**src/rtl/traffic_request_ctrl.sv**
```systemverilog
// traffic_request_ctrl
//
// Input conditioner and request arbiter placed upstream of the traffic light
// controller.
//
// Each raw input goes through a 2-flop synchroniser and then an 8-bit debounce
// counter. The stable values feed two state machines:
//   - pedestrian FSM: latches a button press until the lamps show red, and
//     counts served requests;
//   - emergency FSM: forces red while the detector is active, then holds
//     red for HOLD_CYCLES more cycles.
//
// Optional feature: define TRAFFIC_REQ_COOLDOWN_EN to add a COOLDOWN state.
// It enforces a COOLDOWN_CYCLES gap after a served pedestrian request.
//
// Ports:
//   clk          in   rising-edge clock
//   rst          in   asynchronous active-low reset
//   ped_btn_raw  in   raw pedestrian button (asynchronous)
//   emerg_raw    in   raw emergency-vehicle detector (asynchronous)
//   pref_sw_raw  in   raw preferential-route switch (asynchronous)
//   leds_in      in   [0:2] controller lamp feedback, 3'b001 = red
//   attention    out  pedestrian request pending
//   force_red    out  emergency override
//   preferential out  debounced preferential switch level
//   ped_wait     out  WAIT lamp, same as attention
//   req_count    out  [7:0] served pedestrian requests, saturating at 255
module traffic_request_ctrl #(
    parameter int DEBOUNCE_CYCLES = 4,
    parameter int HOLD_CYCLES     = 8,
    parameter int COOLDOWN_CYCLES = 20
) (
    input  logic       clk,
    input  logic       rst,
    input  logic       ped_btn_raw,
    input  logic       emerg_raw,
    input  logic       pref_sw_raw,
    input  logic [0:2] leds_in,
    output logic       attention,
    output logic       force_red,
    output logic       preferential,
    output logic       ped_wait,
    output logic [7:0] req_count
);

    localparam logic [7:0] DEB_LIM  = 8'(DEBOUNCE_CYCLES);
    localparam logic [7:0] HOLD_LIM = 8'(HOLD_CYCLES);

    // Reject out-of-range configurations at elaboration time.
    if (DEBOUNCE_CYCLES < 1 || DEBOUNCE_CYCLES > 255) begin : g_bad_debounce
        $error("DEBOUNCE_CYCLES must be 1..255");
    end
    if (HOLD_CYCLES < 0 || HOLD_CYCLES > 255) begin : g_bad_hold
        $error("HOLD_CYCLES must be 0..255");
    end
    if (COOLDOWN_CYCLES < 1 || COOLDOWN_CYCLES > 255) begin : g_bad_cooldown
        $error("COOLDOWN_CYCLES must be 1..255");
    end

`ifdef TRAFFIC_REQ_COOLDOWN_EN
    localparam logic [7:0] COOL_LIM = 8'(COOLDOWN_CYCLES);
    typedef enum logic [1:0] {
        PED_IDLE     = 2'd0,
        PED_PENDING  = 2'd1,
        PED_SERVING  = 2'd2,
        PED_COOLDOWN = 2'd3
    } ped_state_t;
    logic [7:0] cool_cnt;
`else
    typedef enum logic [1:0] {
        PED_IDLE    = 2'd0,
        PED_PENDING = 2'd1,
        PED_SERVING = 2'd2
    } ped_state_t;
`endif

    typedef enum logic [1:0] {
        EM_NORMAL = 2'd0,
        EM_FORCE  = 2'd1,
        EM_HOLD   = 2'd2
    } em_state_t;

    // Bit 0 = pedestrian button, bit 1 = emergency, bit 2 = preferential switch.
    logic [2:0] raw;
    logic [2:0] sync1;
    logic [2:0] sync2;
    logic [2:0] stable;
    logic [7:0] dcnt [3];

    logic       btn_prev;
    logic       btn_rise;
    logic       led_red;
    logic       pref_reg;
    logic [7:0] hold_cnt;
    ped_state_t ped_state;
    em_state_t  em_state;

    assign raw      = {pref_sw_raw, emerg_raw, ped_btn_raw};
    assign btn_rise = stable[0] & ~btn_prev;
    assign led_red  = (leds_in == 3'b001);

    // Synchronise the raw inputs and debounce each synchronised bit.
    always_ff @(posedge clk or negedge rst) begin
        if (!rst) begin
            sync1  <= 3'b000;
            sync2  <= 3'b000;
            stable <= 3'b000;
            for (int i = 0; i < 3; i++) begin
                dcnt[i] <= 8'd0;
            end
        end else begin
            sync1 <= raw;
            sync2 <= sync1;
            for (int i = 0; i < 3; i++) begin
                if (sync2[i] == stable[i]) begin
                    dcnt[i] <= 8'd0;
                end else if (dcnt[i] + 8'd1 == DEB_LIM) begin
                    // The difference has persisted long enough: accept the new level.
                    stable[i] <= sync2[i];
                    dcnt[i]   <= 8'd0;
                end else begin
                    dcnt[i] <= dcnt[i] + 8'd1;
                end
            end
        end
    end

    // Pedestrian request FSM and served-request counter.
    always_ff @(posedge clk or negedge rst) begin
        if (!rst) begin
            ped_state <= PED_IDLE;
            req_count <= 8'd0;
            btn_prev  <= 1'b0;
`ifdef TRAFFIC_REQ_COOLDOWN_EN
            cool_cnt  <= 8'd0;
`endif
        end else begin
            btn_prev <= stable[0];
            case (ped_state)
                PED_IDLE: begin
                    // Edges seen in any other state are dropped, not queued.
                    if (btn_rise) begin
                        ped_state <= PED_PENDING;
                    end else begin
                        ped_state <= PED_IDLE;
                    end
                end
                PED_PENDING: begin
                    // Any red serves the request, including red forced by an emergency.
                    if (led_red) begin
                        ped_state <= PED_SERVING;
                        if (req_count != 8'hFF) begin
                            req_count <= req_count + 8'd1;
                        end else begin
                            req_count <= req_count;
                        end
                    end else begin
                        ped_state <= PED_PENDING;
                    end
                end
                PED_SERVING: begin
                    if (!led_red) begin
`ifdef TRAFFIC_REQ_COOLDOWN_EN
                        ped_state <= PED_COOLDOWN;
                        cool_cnt  <= COOL_LIM;
`else
                        ped_state <= PED_IDLE;
`endif
                    end else begin
                        ped_state <= PED_SERVING;
                    end
                end
`ifdef TRAFFIC_REQ_COOLDOWN_EN
                PED_COOLDOWN: begin
                    if (cool_cnt <= 8'd1) begin
                        ped_state <= PED_IDLE;
                        cool_cnt  <= 8'd0;
                    end else begin
                        cool_cnt <= cool_cnt - 8'd1;
                    end
                end
`endif
                default: begin
                    ped_state <= PED_IDLE;
                end
            endcase
        end
    end

    // Emergency override FSM with post-emergency hold time.
    always_ff @(posedge clk or negedge rst) begin
        if (!rst) begin
            em_state <= EM_NORMAL;
            hold_cnt <= 8'd0;
        end else begin
            case (em_state)
                EM_NORMAL: begin
                    if (stable[1]) begin
                        em_state <= EM_FORCE;
                    end else begin
                        em_state <= EM_NORMAL;
                    end
                end
                EM_FORCE: begin
                    if (stable[1]) begin
                        em_state <= EM_FORCE;
                    end else if (HOLD_LIM == 8'd0) begin
                        em_state <= EM_NORMAL;
                    end else begin
                        em_state <= EM_HOLD;
                        hold_cnt <= HOLD_LIM;
                    end
                end
                EM_HOLD: begin
                    // A renewed emergency cancels the hold and returns to FORCE.
                    if (stable[1]) begin
                        em_state <= EM_FORCE;
                    end else if (hold_cnt == 8'd1) begin
                        em_state <= EM_NORMAL;
                        hold_cnt <= 8'd0;
                    end else begin
                        hold_cnt <= hold_cnt - 8'd1;
                    end
                end
                default: begin
                    em_state <= EM_NORMAL;
                    hold_cnt <= 8'd0;
                end
            endcase
        end
    end

    // Register the debounced preferential switch level.
    always_ff @(posedge clk or negedge rst) begin
        if (!rst) begin
            pref_reg <= 1'b0;
        end else begin
            pref_reg <= stable[2];
        end
    end

    assign attention    = (ped_state == PED_PENDING);
    assign ped_wait     = (ped_state == PED_PENDING);
    assign force_red    = (em_state == EM_FORCE) || (em_state == EM_HOLD);
    assign preferential = pref_reg;

endmodule

```
**config.mk**
```make
export PLATFORM = sky130hd
export DESIGN_NAME = traffic_request_ctrl
export DESIGN_NICKNAME = d
export VERILOG_FILES = /design/src/rtl/traffic_request_ctrl.sv
export SDC_FILE = /design/constraint.sdc
export NUM_CORES = 1
export LEC_CHECK = 0
export BUFFER_PORTS_ARGS = -buffer_cell sky130_fd_sc_hd__buf_4
export CORE_MARGIN = 5
export CORE_UTILIZATION = 50
export DETAILED_ROUTE_END_ITERATION = 6
export PLACE_DENSITY_LB_ADDON = 0.12
export RECOVER_POWER = 50
export SLEW_MARGIN = 15
export SYNTH_ARGS = -nofsm -noshare
export SYNTH_HDL_FRONTEND = slang
export SYNTH_SLANG_ARGS = --single-unit
```
**constraint.sdc**
```tcl
create_clock -name clk -period 1.75 [get_ports clk]
set_clock_uncertainty 0.05 [all_clocks]
set_input_delay 0.35 -clock clk [delete_from_list [all_inputs] [get_ports clk]]
set_output_delay 0.35 -clock clk [all_outputs]
set_load 0.005 [all_outputs]
```
==> results_dict.tcl <==
set metrics [dict create \
    p_int_w 0.002611 \
    clock_latency_ps 300 \
    critPathCaptureType "register" \
    syn_area_per_cell_um2 10.92 \
    switching_power_w 0.001431 \
    violations "setup timing" \
    track_usage_pct 14.85 \
    yosysTopAreaCell "dfrtp_1" \
    cts-root-buf "clkbuf_8" \
    dieWidth_um 83.30 \
    layout_setup_ws_ps -48.75 \
    regArea_um2 1379 \
    hold_viol 0 \
    synth-main-ff-cell "dfrtp_1" \
    synth_edf_count 0 \
    worst_pin_slew_ps 708.0 \
    yosysSeqAreaShare_pct 51.23 \
    ys_ff_latch 55 \
    final_core_util_pct 62.24 \
    hp-class "primary input to register" \
    die_area_um2 6939 \
    async_flop_share_pct 100.0 \
    clockBufferDepth 2 \
    ys_warn_count 0 \
    reg2reg_slack_ps -50 \
    setup_violations 4 \
    synth_cells 246 \
    drt_iter0_drc 40 \
    synth_area_leaders "dfrtp_1, ha_1, xnor2_1" \
    rsz0062_at_grt "yes" \
    cp.required_ps 1940 \
    yosysMostFrequentCell "dfrtp_1" \
    setup_tns_ps -88.64 \
    hp-start "ped_btn_raw" \
    r2r_cells 8 \
    clock.fmax_mhz 555.9 \
    grt_pass1_wl_mm 8.480 \
    syn-num-nets 267 \
    p_seq_share_pct 44.7 \
    power_frac_comb_pct 38.8 \
    drv_slew 0 \
    cts_buffers 5 \
    final_cells 362 \
    route.vias.total 1865 \
    r2r-start "em_state[1]$_DFFE_PN0P_" \
    area_growth_pct 19.84 \
    nets 312 \
    arrival_ps 1990 \
    drt-vias-per-instance 5.152 \
    drcViolationCount 0 \
    n_fill_cell 434 \
    yosys.area.top_type_share_pct 51.23 \
    swShare_pct 35.41 \
    grt_overflow 0 \
    holdPathEnd "sync1[0]$_DFF_PN0_" \
    leakagePower_nw 1.441 \
    status "finished with violations" \
    yosysUniqueCellTypes 37 \
    dr.pass1.iters 4 \
    routedWlPerCell_um 13.43 \
    holdPathStages 1 \
    r2r-end "hold_cnt[0]$_DFFE_PN0P_" \
    multiInputGateArea_um2 1360 \
    drv_cap 0 \
    drive_gt1_share_pct 24.66 \
    h-tree-depth 2 \
    start_kind "register" \
    netlist_area_um2 2686 \
    dp_hpwl_mm 3.433 \
    dp_cells 347 \
    max_slew_margin_pct 52.80 \
    p_total_w 0.004042 \
    dpl_worst_slack_ps -13.12 \
    design.core.area_um2 5172 \
    drtAntennaViolNets 0 \
    crit_type "register to register" \
    period_needed_ps 1799 \
    yosys-top-cells-count "dfrtp_1, nor2_1, nand3_1" \
    post-route-period-util_pct 102.8 \
    clk_pin_slew_ps 90 \
    rows 26 \
    cts_tree "yes" \
    grt_pass1_vias 1861 \
    die_h_um 83.30 \
    grt_start_max_net_pins 30 \
    port_buffers 19 \
    drt-total-wl_mm 4.861 \
    clockPowerShare_pct 16.5 \
    crit_fanout 8 \
    antenna_found_initial 0 \
    io_pins 20 \
    finalWeightedCongestion 0.7934 \
    clock_sinks 55 \
    antenna_cells 0 \
    peakVddDrop_mv 0.6792 \
    initial_core_util_pct 51.94 \
    p_per_area_nw_per_um2 1256 \
]
## metrics by stage
step | instance area, um^2 | hold WS (ps)
detailed placement | 3022 | 255.6
global placement | 3022 | 245.8
floorplan | 2686 | 4.409
finish | 3219 | 121.1
global route | 3219 | 94.85
CTS | 3133 | 81.60
## sequential cells by signal (all words and copies together) (netlist names)
signal        flops
btn_prev          1
em_state          2
sync2             3
sync1             3
ped_state         2
req_count         8
hold_cnt          8
dcnt             24
preferential      1
stable            3
## worst max-delay path, cell delays in order, from the launching register on
cell and delay [ps]:
dfrtp_1 410, inv_2 70, ha_4 150, or2_1 250
a21oi_1 180, buf_4 180, nand2_2 60, or3_1 290
o21ai_1 70
## worst max path at each step
stage,startpoint,to,slack (ps),cells past startpoint
floorplan,em_state[0]$_DFFE_PN0P_,hold_cnt[2]$_DFFE_PN0P_,60,7
global placement,em_state[0]$_DFFE_PN0P_,hold_cnt[0]$_DFFE_PN0P_,40,8
CTS,em_state[0]$_DFFE_PN0P_,hold_cnt[0]$_DFFE_PN0P_,6,8
global route,em_state[1]$_DFFE_PN0P_,hold_cnt[0]$_DFFE_PN0P_,-160,8
finish,em_state[1]$_DFFE_PN0P_,hold_cnt[0]$_DFFE_PN0P_,-50,8
detailed placement,em_state[0]$_DFFE_PN0P_,hold_cnt[0]$_DFFE_PN0P_,-10,8
## placed cells by master (no fill, tap or decap), types with 4 or more instances in the layout
cell,instances
ha_1,7
clkbuf_4,5
nand4_1,7
buf_4,31
clkbuf_1,4
nand2b_1,6
nand2_1,10
nand3_1,21
xnor2_1,17
nor2_1,35
and3_1,7
dfrtp_1,53
clkbuf_8,5
xor2_1,17
ha_2,4
## logic make-up (layout without fill, tap and decap cells)
| logic type | count (synthesis) | count (layout) | synth area share [%] |
|---|---|---|---|
| DFF | 55 | 55 | 51.23 |
| and+or+nand+nor | 105 | 105 | 20.31 |
| xor gates and xnor gates | 37 | 37 | 12.90 |
| buffers and inverters | 7 | 53 | 1.164 |
| AOI/OAI and AO/OA | 25 | 25 | 6.660 |
| adders and majority gates | 13 | 13 | 6.055 |
| muxes | 4 | 4 | 1.677 |
## metal layers
layer / part of all wire [%] / vias to the layer above / routed length (um) / global-route usage [%]
met5: 0 / - / 0 / 0
met4: 1.1 / 0 / 53 / 4.012
met3: 3.3 / 7 / 160 / 4.356
met2: 48 / 24 / 2314 / 23.54
met1: 48 / 895 / 2333 / 19.85
li1: - / 939 / - / -
## cell type report
type | count | share of cell area [%]
sequential | 55 | 42.83
multi-input combinational | 184 | 42.25
tap | 70 | 2.721
clock buffer | 7 | 2.371
inverter | 5 | 0.5830
timing repair buffer | 40 | 9.094
clock inverter | 1 | 0.1555
## power by group through the flow
stage,combinational [W],clock (W),sequential [W]
after detailed placement,0.00138,0,0.00182
after global routing,0.00177,0.000766,0.00184
after global placement,0.00137,0,0.00181
after floorplan,0.000872,0,0.00178
final,0.00157,0.000666,0.00181
after CTS,0.00144,0.000709,0.00180
## repair_timing
action                                  4_1_cts  5_1_grt
pin swaps                                     1        9
hold endpoints to repair                     27        0
buffers inserted                              1        5
cloned                                        0        0
endpoints found under the setup margin        7       13
hold buffers                                  1        0
gates resized for setup                       2       19
Note: power is estimated with default switching activity, not from simulation.
